**src/rtl/regfile_write_queue_pkg.sv**
```systemverilog
// Shared constants for the register-file write queue: register width, register
// count, register-index width and the default queue depth.
package regfile_write_queue_pkg;

    localparam int WORD_SIZE = 16;
    localparam int NUM_REGS  = 4;
    localparam int REG_IDX_W = 2;
    localparam int WQ_DEPTH  = 4;

endpackage

```
**src/rtl/regfile_wq_fwd.sv**
```systemverilog
// Youngest-match search over the valid queue entries for one read index.
// Walks oldest to youngest from the head so the last match found wins.
module regfile_wq_fwd
    import regfile_write_queue_pkg::*;
#(
    parameter int DATA_W = 16,
    parameter int DEPTH  = 4
) (
    input  logic [REG_IDX_W-1:0]     i_ent_reg  [DEPTH],
    input  logic [DATA_W-1:0]        i_ent_data [DEPTH],
    input  logic [$clog2(DEPTH)-1:0] i_head,
    input  logic [$clog2(DEPTH):0]   i_count,
    input  logic [REG_IDX_W-1:0]     i_rd_reg,
    output logic                     o_hit,
    output logic [DATA_W-1:0]        o_data
);

    localparam int PTR_W = $clog2(DEPTH);
    localparam int CNT_W = PTR_W + 1;

    always_comb begin
        o_hit  = 1'b0;
        o_data = '0;
        for (int k = 0; k < DEPTH; k++) begin
            if ((CNT_W'(k) < i_count) && (i_ent_reg[i_head + PTR_W'(k)] == i_rd_reg)) begin
                o_hit  = 1'b1;
                o_data = i_ent_data[i_head + PTR_W'(k)];
            end
        end
    end

endmodule

```
**src/rtl/regfile_write_queue.sv**
```systemverilog
// Two-producer in-order write queue in front of a single-write-port register
// file, with pending-write status and youngest-value forwarding for two readers.
module regfile_write_queue
    import regfile_write_queue_pkg::*;
#(
    parameter int WORD_SIZE = regfile_write_queue_pkg::WORD_SIZE,
    parameter int NUM_REGS  = regfile_write_queue_pkg::NUM_REGS,
    parameter int DEPTH     = regfile_write_queue_pkg::WQ_DEPTH
) (
    input  logic                     clk,
    input  logic                     reset,
    input  logic                     a_valid,
    input  logic [REG_IDX_W-1:0]     a_reg,
    input  logic [WORD_SIZE-1:0]     a_data,
    output logic                     a_ready,
    input  logic                     b_valid,
    input  logic [REG_IDX_W-1:0]     b_reg,
    input  logic [WORD_SIZE-1:0]     b_data,
    output logic                     b_ready,
    output logic                     rf_we,
    output logic [REG_IDX_W-1:0]     rf_waddr,
    output logic [WORD_SIZE-1:0]     rf_wdata,
    input  logic [REG_IDX_W-1:0]     rd1_reg,
    input  logic [REG_IDX_W-1:0]     rd2_reg,
    output logic                     fwd1_hit,
    output logic                     fwd2_hit,
    output logic [WORD_SIZE-1:0]     fwd1_data,
    output logic [WORD_SIZE-1:0]     fwd2_data,
    output logic [NUM_REGS-1:0]      pending,
    output logic [$clog2(DEPTH):0]   count
);

    localparam int PTR_W = $clog2(DEPTH);
    localparam int CNT_W = PTR_W + 1;

    logic [REG_IDX_W-1:0] r_reg  [DEPTH];
    logic [WORD_SIZE-1:0] r_data [DEPTH];
    logic [PTR_W-1:0]     r_head;
    logic [PTR_W-1:0]     r_tail;
    logic [CNT_W-1:0]     r_count;

    logic                 w_push_a;
    logic                 w_push_b;
    logic                 w_pop;
    logic [PTR_W-1:0]     w_b_slot;

    // Readiness looks only at the registered occupancy; a same-cycle pop never frees a slot.
    assign a_ready  = !reset && (r_count < CNT_W'(DEPTH));
    assign b_ready  = !reset && ((r_count < CNT_W'(DEPTH - 1)) ||
                                 ((r_count == CNT_W'(DEPTH - 1)) && !a_valid));

    assign w_push_a = a_valid && a_ready;
    assign w_push_b = b_valid && b_ready;
    assign w_pop    = (r_count != '0);
    assign w_b_slot = w_push_a ? (r_tail + PTR_W'(1)) : r_tail;

    assign rf_we    = w_pop;
    assign rf_waddr = r_reg[r_head];
    assign rf_wdata = r_data[r_head];
    assign count    = r_count;

    always_ff @(posedge clk) begin
        if (reset) begin
            r_head  <= '0;
            r_tail  <= '0;
            r_count <= '0;
        end else begin
            r_head  <= r_head + PTR_W'(w_pop);
            r_tail  <= r_tail + PTR_W'(w_push_a) + PTR_W'(w_push_b);
            r_count <= r_count + CNT_W'(w_push_a) + CNT_W'(w_push_b) - CNT_W'(w_pop);
        end
    end

    // Entry storage carries no reset; occupancy alone decides what is valid.
    always_ff @(posedge clk) begin
        if (w_push_a) begin
            r_reg[r_tail]  <= a_reg;
            r_data[r_tail] <= a_data;
        end
        if (w_push_b) begin
            r_reg[w_b_slot]  <= b_reg;
            r_data[w_b_slot] <= b_data;
        end
    end

    always_comb begin
        pending = '0;
        for (int k = 0; k < DEPTH; k++) begin
            if (CNT_W'(k) < r_count) begin
                pending[r_reg[r_head + PTR_W'(k)]] = 1'b1;
            end
        end
    end

    regfile_wq_fwd #(
        .DATA_W (WORD_SIZE),
        .DEPTH  (DEPTH)
    ) u_fwd1 (
        .i_ent_reg  (r_reg),
        .i_ent_data (r_data),
        .i_head     (r_head),
        .i_count    (r_count),
        .i_rd_reg   (rd1_reg),
        .o_hit      (fwd1_hit),
        .o_data     (fwd1_data)
    );

    regfile_wq_fwd #(
        .DATA_W (WORD_SIZE),
        .DEPTH  (DEPTH)
    ) u_fwd2 (
        .i_ent_reg  (r_reg),
        .i_ent_data (r_data),
        .i_head     (r_head),
        .i_count    (r_count),
        .i_rd_reg   (rd2_reg),
        .o_hit      (fwd2_hit),
        .o_data     (fwd2_data)
    );

endmodule
```
**config.mk**
```make
export PLATFORM = sky130hd
export DESIGN_NAME = regfile_write_queue
export DESIGN_NICKNAME = d
export VERILOG_FILES = /design/src/rtl/regfile_write_queue_pkg.sv /design/src/rtl/regfile_wq_fwd.sv /design/src/rtl/regfile_write_queue.sv
export SDC_FILE = /design/constraint.sdc
export NUM_CORES = 1
export LEC_CHECK = 0
export BUFFER_PORTS_ARGS = -buffer_cell sky130_fd_sc_hd__buf_2
export CORE_ASPECT_RATIO = 1.5
export CORE_MARGIN = 5
export CORE_UTILIZATION = 55
export CTS_CLUSTER_DIAMETER = 120
export DETAILED_ROUTE_END_ITERATION = 6
export GPL_ROUTABILITY_DRIVEN = 0
export PLACE_DENSITY = 0.75
export SYNTH_ARGS = -nofsm -noshare
export SYNTH_HDL_FRONTEND = slang
export SYNTH_SLANG_ARGS = --single-unit
```
**constraint.sdc**
```tcl
create_clock -name clk -period 5.9 [get_ports clk]
set_input_delay 0 -clock clk [delete_from_list [all_inputs] [get_ports clk]]
set_output_delay 0 -clock clk [all_outputs]
set_load 0.02 [all_outputs]
```
==> out/qor.yml, run 1 <==
worst_setup_path:
  critical_path_arrival_ns: 4.27
  timing.critical_path.from_type: "register"
  timing.critical_path.fanout_max: 75
  timing.critical_path.required_ns: 5.90
  criticalPathCategory: "reg -> out"
  regToRegStartpoint: "count[2]"
  reg2regPathDepth: 7
  r2r_setup_slack_ns: 3.27
  timing.rr.end: "r_data[10]"
  critPathCaptureType: "output port"
worst_hold_path:
  timing.hold.worst_path_depth: 3
  hold_path_class: "in -> reg"
  worst_hold_path.endpoint: "r_data[52]"
  hold_path_startpoint: "a_data[4]"
global_routing:
  wire_length_of_the_first_global_routing_pass_um: 34800
  globalRouteTotalUtil: 0.290
  antenna_found_initial: 0
  grt_start_max_net_pins: 76
  grt_overflow_total: 0
  number_of_global_route_vias_before_repair: 6855
clock_network:
  post_cts.repair.setup_buffers: 0
  clock-sinks: 79
  cts_buffer_depth: 2
  tritoncts_buffer_count: 9
  cts-root-buf: "clkbuf_16"
  worst_setup_hold_path_clk_slew_ns: 0.06
  tritoncts: "built"
  cts_max_level: 3
  ctsResizeCount: 0
  clk-insertion-delay-late_ns: 0.35
place:
  detailedPlacementHpwl_um: 14500
  portBuffers: 105
final_layout:
  fraction_of_final_layout_cells_with_drive_strength_greater_than_1: 0.257
  layout-area-overhead-vs-synth_pct: 16.7
  largest_register_ffs: 64
  antenna-diode-count: 0
  layout.nets: 919
sta:
  relSlewSlack: 0.0986
  timing.final.setup_violations: 0
  maxClockFrequency_mhz: 234
  fin_crit_sh: 0.724
  worst_slew_pin_slew_ns: 1.35
  period_minus_slack_ns: 4.27
  finalHoldViolations: 0
  setup_tns_ns: 0
  timing.final.max_slew_violations: 0
  rsz0062_at_grt: "no"
  skew_ns: 0.00655
run_status:
  run_status: "finished, final reports clean"
yosys:
  postSynth.asyncResetShare: 0
  synthesis.instances: 760
  synth.yosys.warnings: 0
  synth.yosys.seq_area_share: 0.226
  avgSynthCellArea_sq_um: 9.21
  synthDistinctLibCells: 46
  syn-num-nets: 815
  synth.ff_latch_count: 79
  synth_edf_count: 0
  synthFlopType: "dfxtp_1"
  syn-cell-area_sq_um: 7000
route:
  detail_route.wl_per_cell_um: 21.2
  vias_per_cell: 6.59
  wl_um: 21700
  drc_errors: 0
  routed-via-count: 6755
  detailedRoute.firstPassIterationCount: 5
  antenna_violating_nets_post_route: 0
  detailedRoute.firstIterationViolations: 462
floorplan:
  die_span_in_x_um: 102
  die_h_um: 148
  fp.dieArea_sq_um: 15100
  initial_core_util: 0.559
  pin_count: 106
  num_rows: 50
  core_sq_um: 12500
job:
  cap_viol_max_count: 0
-- area by class of cell --
class | count | area (sq um)
Inverter | 25 | 95.1
Multi-Input combinational cell | 586 | 4910
Timing Repair Buffer | 163 | 1080
Fill cell | 1018 | 4350
Sequential cell | 79 | 1590
Clock inverter | 7 | 71.3
Tap cell | 156 | 195
Clock buffer | 9 | 225
-- worst max-delay path, stage by stage (launching register included) --
cell and delay [ns]:
dfxtp_4 1.05, mux4_2 0.73, xnor2_2 0.82, nand3_1 0.16, and2_1 0.52, a31oi_2 0.36
buf_2 0.21
-- cell usage after synthesis, types with 2 or more instances --
library cell  count  area, sq um
and2_1            6         37.5
inv_1            23         86.3
nor3_1            8         40.0
mux2_2           17          191
buf_4            12         90.1
mux2_1           31          349
buf_2            31          155
xnor2_1          10         87.6
a21o_1           17          128
nor2_1           44          165
buf_6             9          101
a211oi_1         16          120
mux2i_1         108         1080
a21oi_2           2         17.5
nand3b_1          4         30.0
dfxtp_1          79         1580
mux4_2           40          901
o21ai_1          54          270
nand3_2          11          110
a31oi_2           9          113
clkbuf_1         18         67.6
a21oi_1          38          190
nor2b_1           5         31.3
nor3b_1           4         30.0
xor2_1            5         43.8
and3_1            3         18.8
o21ai_2           2         17.5
nand3_1          15         75.1
nand2_1          74          278
xnor2_2           2         32.5
nand4_1          17          106
ha_1              8          100
a311oi_1         17          149
a31oi_1           7         43.8
fa_1              3         60.1
-- metal layers --
| layer | track usage | wire length, um | vias up |
|---|---|---|---|
| met3 | 0.0605 | 1730 | 93 |
| li1 | - | - | 3027 |
| met5 | 0 | 0 | - |
| met2 | 0.491 | 10900 | 404 |
| met4 | 0.153 | 996 | 0 |
| met1 | 0.339 | 8070 | 3231 |
-- cells by family (layout without fill, tap and decap cells) --
kind of cell | count (synthesis) | after routing | share of synthesized area
multiplexers | 196 | 196 | 0.360
buffers and inverters | 95 | 204 | 0.0728
AND/OR/NAND/NOR | 196 | 196 | 0.139
flip-flops | 79 | 79 | 0.226
AO/OA/AOI/OAI | 165 | 165 | 0.153
adder cells (fa/ha/maj) | 11 | 11 | 0.0229
XOR/XNOR | 18 | 18 | 0.0257
-- stage by stage --
stage | cells | util | worst slack (ns) | hold WS [ns] | area [sq um]
CTS | 1025 | 0.653 | 1.73 | 0.00104 | 8170
global route | 1025 | 0.653 | 1.44 | 0.0130 | 8170
floorplan | 760 | - | 3.24 | 0.115 | 7000
global placement | 963 | 0.592 | 2.28 | 0.247 | 7410
detailed placement | 963 | 0.592 | 2.12 | 0.255 | 7410
finish | 1025 | 0.653 | 1.63 | 0.00231 | 8170
-- timing repair --
action                                 CTS  global route
setup endpoints to repair                0             0
hold buffers                            46             0
endpoints found under the hold margin   79             0
-- cell usage in the layout, fill, tap and decap left out, types with 10 or more instances in the layout --
| cell | count |
|---|---|
| nand2_1 | 74 |
| nor2_1 | 44 |
| buf_2 | 105 |
| o21ai_1 | 54 |
| dlygate4sd3_1 | 46 |
| mux2_2 | 17 |
| mux2i_1 | 108 |
| a21o_1 | 17 |
| mux4_2 | 40 |
| nand3_2 | 11 |
| dfxtp_1 | 77 |
| inv_1 | 23 |
| a211oi_1 | 16 |
| buf_4 | 12 |
| a311oi_1 | 17 |
| mux2_1 | 31 |
| nand3_1 | 15 |
| a21oi_1 | 38 |
| nand4_1 | 17 |
| xnor2_1 | 10 |
-- worst max path at each step --
stage / start / to / slack (ns)
after global placement: r_head[0] / fwd1_data[4] / 2.28
after detailed placement: r_head[0] / fwd1_data[5] / 2.12
final: r_head[0] / fwd1_data[6] / 1.63
after CTS: r_head[0] / fwd1_data[5] / 1.73
after global routing: r_head[0] / fwd1_data[4] / 1.44
after floorplan: count[1] / count[1] / 3.24
Power of run 1 is left out: the tool's default activity adds up to more than one toggle a clock period on the data nets, which glitch-free logic cannot reach.
==> run 2: changes to the inputs <==
- clock period: 5.9 -> 4.3 ns (I/O delays scaled with it)
==> run 2 against run 1 <==
Worst hold slack better by 0.013 ns. Cell count is 0.88% higher. Wire length is 1.6% higher. Non-clock buffer count is 9 higher. Global-route usage is 0.63 points higher. Worst setup slack worse by 0.93 ns. Utilization is 0.52 points higher. Clock skew is 0.0020 ns higher. First-iteration DRC count is 21% higher. Clock-buffer cell count stayed put. Die area stayed put. Design area is 0.80% higher. Critical path type unchanged.
==> out/qor.yml, run 2 (same netlist as run 1, synthesis figures left out) <==
run_status:
  run_status: "finished, final reports clean"
floorplan:
  fp.dieArea_sq_um: 15100  # unchanged
  pin_count: 106  # unchanged
  die_span_in_x_um: 102  # unchanged
  initial_core_util: 0.559  # unchanged
  core_sq_um: 12500  # unchanged
  die_h_um: 148  # unchanged
  num_rows: 50  # unchanged
final_layout:
  share_of_the_core_filled_with_cells: 0.658  # +0.00520
  layout.nets: 928  # +0.98%
  largest_register_ffs: 64  # unchanged
  layout-area-overhead-vs-synth_pct: 17.6
  antenna-diode-count: 0  # unchanged
  final_common_cell: "mux2i_1"
  final_cell_mix: "mux2i_1, buf_2, dfxtp_1"
  fraction_of_final_layout_cells_with_drive_strength_greater_than_1: 0.261  # +0.00420
clock_network:
  tritoncts: "built"
  clock-sinks: 79  # unchanged
  worst_setup_hold_path_clk_slew_ns: 0.06  # about the same
  cts-root-buf: "clkbuf_16"
  clk-insertion-delay-late_ns: 0.35  # about the same
  post_cts.repair.setup_buffers: 0  # unchanged
  tritoncts_buffer_count: 9  # unchanged
  cts_max_level: 3  # unchanged
  cts_buffer_depth: 2  # unchanged
route:
  detail_route.wl_per_cell_um: 21.4  # +0.74%
  vias_per_cell: 6.50  # -1.4%
  detailedRoute.firstPassIterationCount: 5  # unchanged
  antenna_violating_nets_post_route: 0  # unchanged
  drc_errors: 0  # unchanged
  wl_um: 22100  # +1.6%
  detailedRoute.firstIterationViolations: 557  # +21%
  routed-via-count: 6719  # -0.53%
sta:
  worst_slew_pin_slew_ns: 0.994  # -0.358 ns
  timing.final.setup_violations: 0  # unchanged
  timing.final.max_slew_violations: 0  # unchanged
  fin_hold_ws_ns: 0.0155  # +0.0132 ns
  final.setup.worst_slack_ns: 0.699  # -0.927 ns
  relSlewSlack: 0.337  # +0.238
  fin_crit_sh: 0.838
  setup_tns_ns: 0  # unchanged
  skew_ns: 0.00857  # +0.00203 ns
  maxClockFrequency_mhz: 278
  finalHoldViolations: 0  # unchanged
  period_minus_slack_ns: 3.60
  rsz0062_at_grt: "no"
global_routing:
  grt_overflow_total: 0  # unchanged
  globalRouteTotalUtil: 0.297  # +0.00628
  grt_start_max_net_pins: 43  # -43%
  antenna_found_initial: 0  # unchanged
  wire_length_of_the_first_global_routing_pass_um: 35500  # +1.8%
  number_of_global_route_vias_before_repair: 6818  # -0.54%
worst_setup_path:
  timing.critical_path.required_ns: 4.30  # -1.60 ns
  critical_path_arrival_ns: 3.60  # -0.67 ns
  timing.critical_path.fanout_max: 42  # -44%
  r2r_setup_slack_ns: 1.66  # -1.61 ns
  timing.rr.end: "r_data[3]"
  reg2regPathDepth: 7  # unchanged
  critical_path.endpoint: "fwd2_data[1]"
  criticalPathCategory: "reg -> out"
  critPathCaptureType: "output port"
  timing.critical_path.from_type: "register"
  crit_start: "r_head[0]"
  regToRegStartpoint: "count[2]"
place:
  portBuffers: 105  # unchanged
  detailedPlacementHpwl_um: 15000  # +2.9%
  post-place-ws_ns: 1.09  # -1.03 ns
worst_hold_path:
  hold_path_class: "in -> reg"
job:
  cap_viol_max_count: 0  # unchanged
[run 2: changes by cell type in the layout (fill, tap and decap cells not counted)]
cell	before	now
buf_4	12	18
bufinv_16	1	0
clkinv_2	4	1
clkinv_4	2	3
dlygate4sd3_1	46	49
inv_6	1	4
[run 2: worst min path at each step]
stage	start	end	slack, ns	cells past startpoint
finish	a_data[5]	r_data[21]	0.02	3
global route	a_data[5]	r_data[37]	0.02	3
CTS	a_data[15]	r_data[31]	0.004	3
detailed placement	b_data[7]	r_data[7]	0.25	3
global placement	b_data[8]	r_data[8]	0.24	3
floorplan	b_data[0]	r_data[0]	0.11	2
[run 2: critical path, cell delays in order (launching register included)]
cell      delay [ns]
dfxtp_4         0.66
buf_4           0.59
mux2i_1         0.29
mux2i_1         0.21
buf_4           0.26
a21o_1          0.53
a311oi_1        0.19
o21ai_1         0.26
buf_2           0.21
[run 2: area by class of cell]
cell class,count,area (sq um)
Timing Repair Buffer,172,1150
Clock buffer,9,225
Fill cell,1013,4280
Multi-Input combinational cell,586,4910
Clock inverter,7,61.3
Tap cell,156,195
Sequential cell,79,1590
Inverter,25,95.1
[run 2: through the flow]
stage | cells | cell area (sq um)
2_1_floorplan | 760 | 7000
3_3_place_gp | 969 | 7450
3_5_place_dp | 969 | 7450
4_1_cts | 1034 | 8230
5_1_grt | 1034 | 8230
6_report | 1034 | 8230
[run 2: what timing repair did]
item | CTS | global route
hold endpoints to repair | 79 | 0
hold buffers | 49 | 0
gates resized for setup | 0 | 0
[run 2: routing by layer]
metal / up-vias / part of all wire / track usage
li1: 3053 / - / -
met1: 3200 / 0.36 / 0.356
met2: 385 / 0.50 / 0.500
met3: 81 / 0.091 / 0.0582
met4: 0 / 0.047 / 0.145
met5: - / 0 / 0
Power of run 2 is left out for the same reason.
==> run 3: changes to the inputs <==
- CORE_UTILIZATION: 55 -> 53
- PLACE_DENSITY: 0.75 -> 0.76
- clock period: 4.3 -> 3.3 ns (I/O delays scaled with it)
==> run 3 against run 2 <==
First-iteration DRC count increased by 17%. Register-to-register slack got worse by 0.91 ns. Design area increased by 1.0%. Utilization decreased by 1.6 points. Via count decreased by 1.3%. Sequential share of layout area decreased by 0.19 points. Worst setup slack got worse by 0.56 ns. Largest cell class unchanged.
==> out/qor.yml, run 3 (same netlist as run 1, synthesis figures left out) <==
run_status:
  run_status: "finished, final reports clean"
clock_network:
  clock-sinks: 79  # unchanged
  tritoncts: "built"
  cts_max_level: 3  # unchanged
  worst_setup_hold_path_clk_slew_ns: 0.07  # about the same
  clk-insertion-delay-late_ns: 0.35  # about the same
  cts_buffer_depth: 2  # unchanged
  tritoncts_buffer_count: 9  # unchanged
  cts-root-buf: "clkbuf_16"
global_routing:
  antenna_found_initial: 0  # unchanged
  number_of_global_route_vias_before_repair: 6480  # -5.0%
  wire_length_of_the_first_global_routing_pass_um: 34400  # -2.9%
  grt_overflow_total: 0  # unchanged
  grt_start_max_net_pins: 45  # +4.7%
  globalRouteTotalUtil: 0.271  # -0.0256
job:
  cap_viol_max_count: 0  # unchanged
route:
  drc_errors: 0  # unchanged
  detailedRoute.firstIterationViolations: 650  # +17%
  detailedRoute.firstPassIterationCount: 6  # +1
  detail_route.wl_per_cell_um: 20.4  # -4.7%
  antenna_violating_nets_post_route: 0  # unchanged
  vias_per_cell: 6.34  # -2.5%
  wl_um: 21300  # -3.6%
  routed-via-count: 6630  # -1.3%
floorplan:
  initial_core_util: 0.540  # -0.0191
  pin_count: 106  # unchanged
  num_rows: 51  # +2.0%
  fp.dieArea_sq_um: 15700  # +3.5%
  die_h_um: 151  # +1.7%
  die_span_in_x_um: 104  # +1.7%
  core_sq_um: 13000  # +3.5%
final_layout:
  layout.nets: 937  # +0.97%
  antenna-diode-count: 0  # unchanged
  final_common_cell: "mux2i_1"
  largest_register_ffs: 64  # unchanged
  fraction_of_final_layout_cells_with_drive_strength_greater_than_1: 0.265  # +0.00412
  final_cell_mix: "mux2i_1, buf_2, dfxtp_1"
  layout-area-overhead-vs-synth_pct: 18.8
  share_of_the_core_filled_with_cells: 0.642  # -0.0160
place:
  detailedPlacementHpwl_um: 14500  # -2.7%
  portBuffers: 105  # unchanged
sta:
  fin_hold_ws_ns: 0.0198  # +0.00431 ns
  rsz0062_at_grt: "no"
  relSlewSlack: 0.387  # +0.0500
  timing.final.max_slew_violations: 0  # unchanged
  setup_tns_ns: 0  # unchanged
  skew_ns: 0.00973  # +0.00115 ns
  period_minus_slack_ns: 3.16
  fin_crit_sh: 0.959
  maxClockFrequency_mhz: 316
  finalHoldViolations: 0  # unchanged
  timing.final.setup_violations: 0  # unchanged
  worst_slew_pin_slew_ns: 0.919  # -0.0750 ns
worst_setup_path:
  timing.critical_path.from_type: "register"
  critPathCaptureType: "output port"
  timing.critical_path.fanout_max: 17  # -60%
  slowest_stage: "a21o_1"
  critical_path_arrival_ns: 3.16  # -0.44 ns
  criticalPathCategory: "reg -> out"
  timing.critical_path.cells: "inv_1 > ha_1 > and3b_1 > mux2i_1 > a21o_1 > a311oi_1 > o21ai_1 > buf_2"
  crit_path_max_incr_delay_ns: 0.55  # -0.11 ns
  timing.critical_path.required_ns: 3.30  # -1.00 ns
worst_hold_path:
  hold_path_class: "in -> reg"
[run 3: area by class of cell]
cell class	instances	area, sq um
fill	1076	4640
clock buffer	9	225
sequential	79	1590
timing repair buffer	181	1230
clock inverter	7	66.3
multi-input combinational	586	4910
tap	159	199
inverter	25	95.1
[run 3: worst paths after layout]
| kind | start | to | slack (ns) | depth (start not counted) |
|---|---|---|---|---|
| max | count[2] | fwd2_data[15] | 0.14 | 8 |
| min | a_data[5] | r_data[21] | 0.02 | 3 |
| max reg2reg | count[2] | r_data[31] | 0.75 | 7 |
| min reg2reg | r_data[37] | r_data[37] | 0.57 | 2 |
[run 3: critical path, delay by kind of cell (launching register included)]
family                   cells  cell delay [ns]
buffers and inverters        2             0.47
adder cells (fa/ha/maj)      1             0.50
multiplexers                 1             0.18
flip-flops                   1             0.40
AND/OR/NAND/NOR              1             0.23
AO/OA/AOI/OAI                3             1.03
[run 3: stage by stage]
stage / setup WS, ns / cells / instance area, sq um
after floorplan: 0.639 / 760 / 7000
after global placement: 0.643 / 978 / 7500
after detailed placement: 0.573 / 978 / 7500
after CTS: 0.202 / 1046 / 8320
after global routing: 0.0382 / 1046 / 8320
final: 0.137 / 1046 / 8320
[run 3: what timing repair did]
action	in CTS	in global routing
endpoints found under the hold margin	77	0
resized for setup	0	0
setup buffers	0	0
hold buffers	52	0
[run 3: per-layer routing]
metal,vias to the layer above,routed length [um],global-route usage
li1,3055,-,-
met1,3173,7970,0.325
met2,325,10800,0.472
met3,77,1600,0.0485
met4,0,911,0.124
met5,-,0,0
Power of run 3 is left out for the same reason.
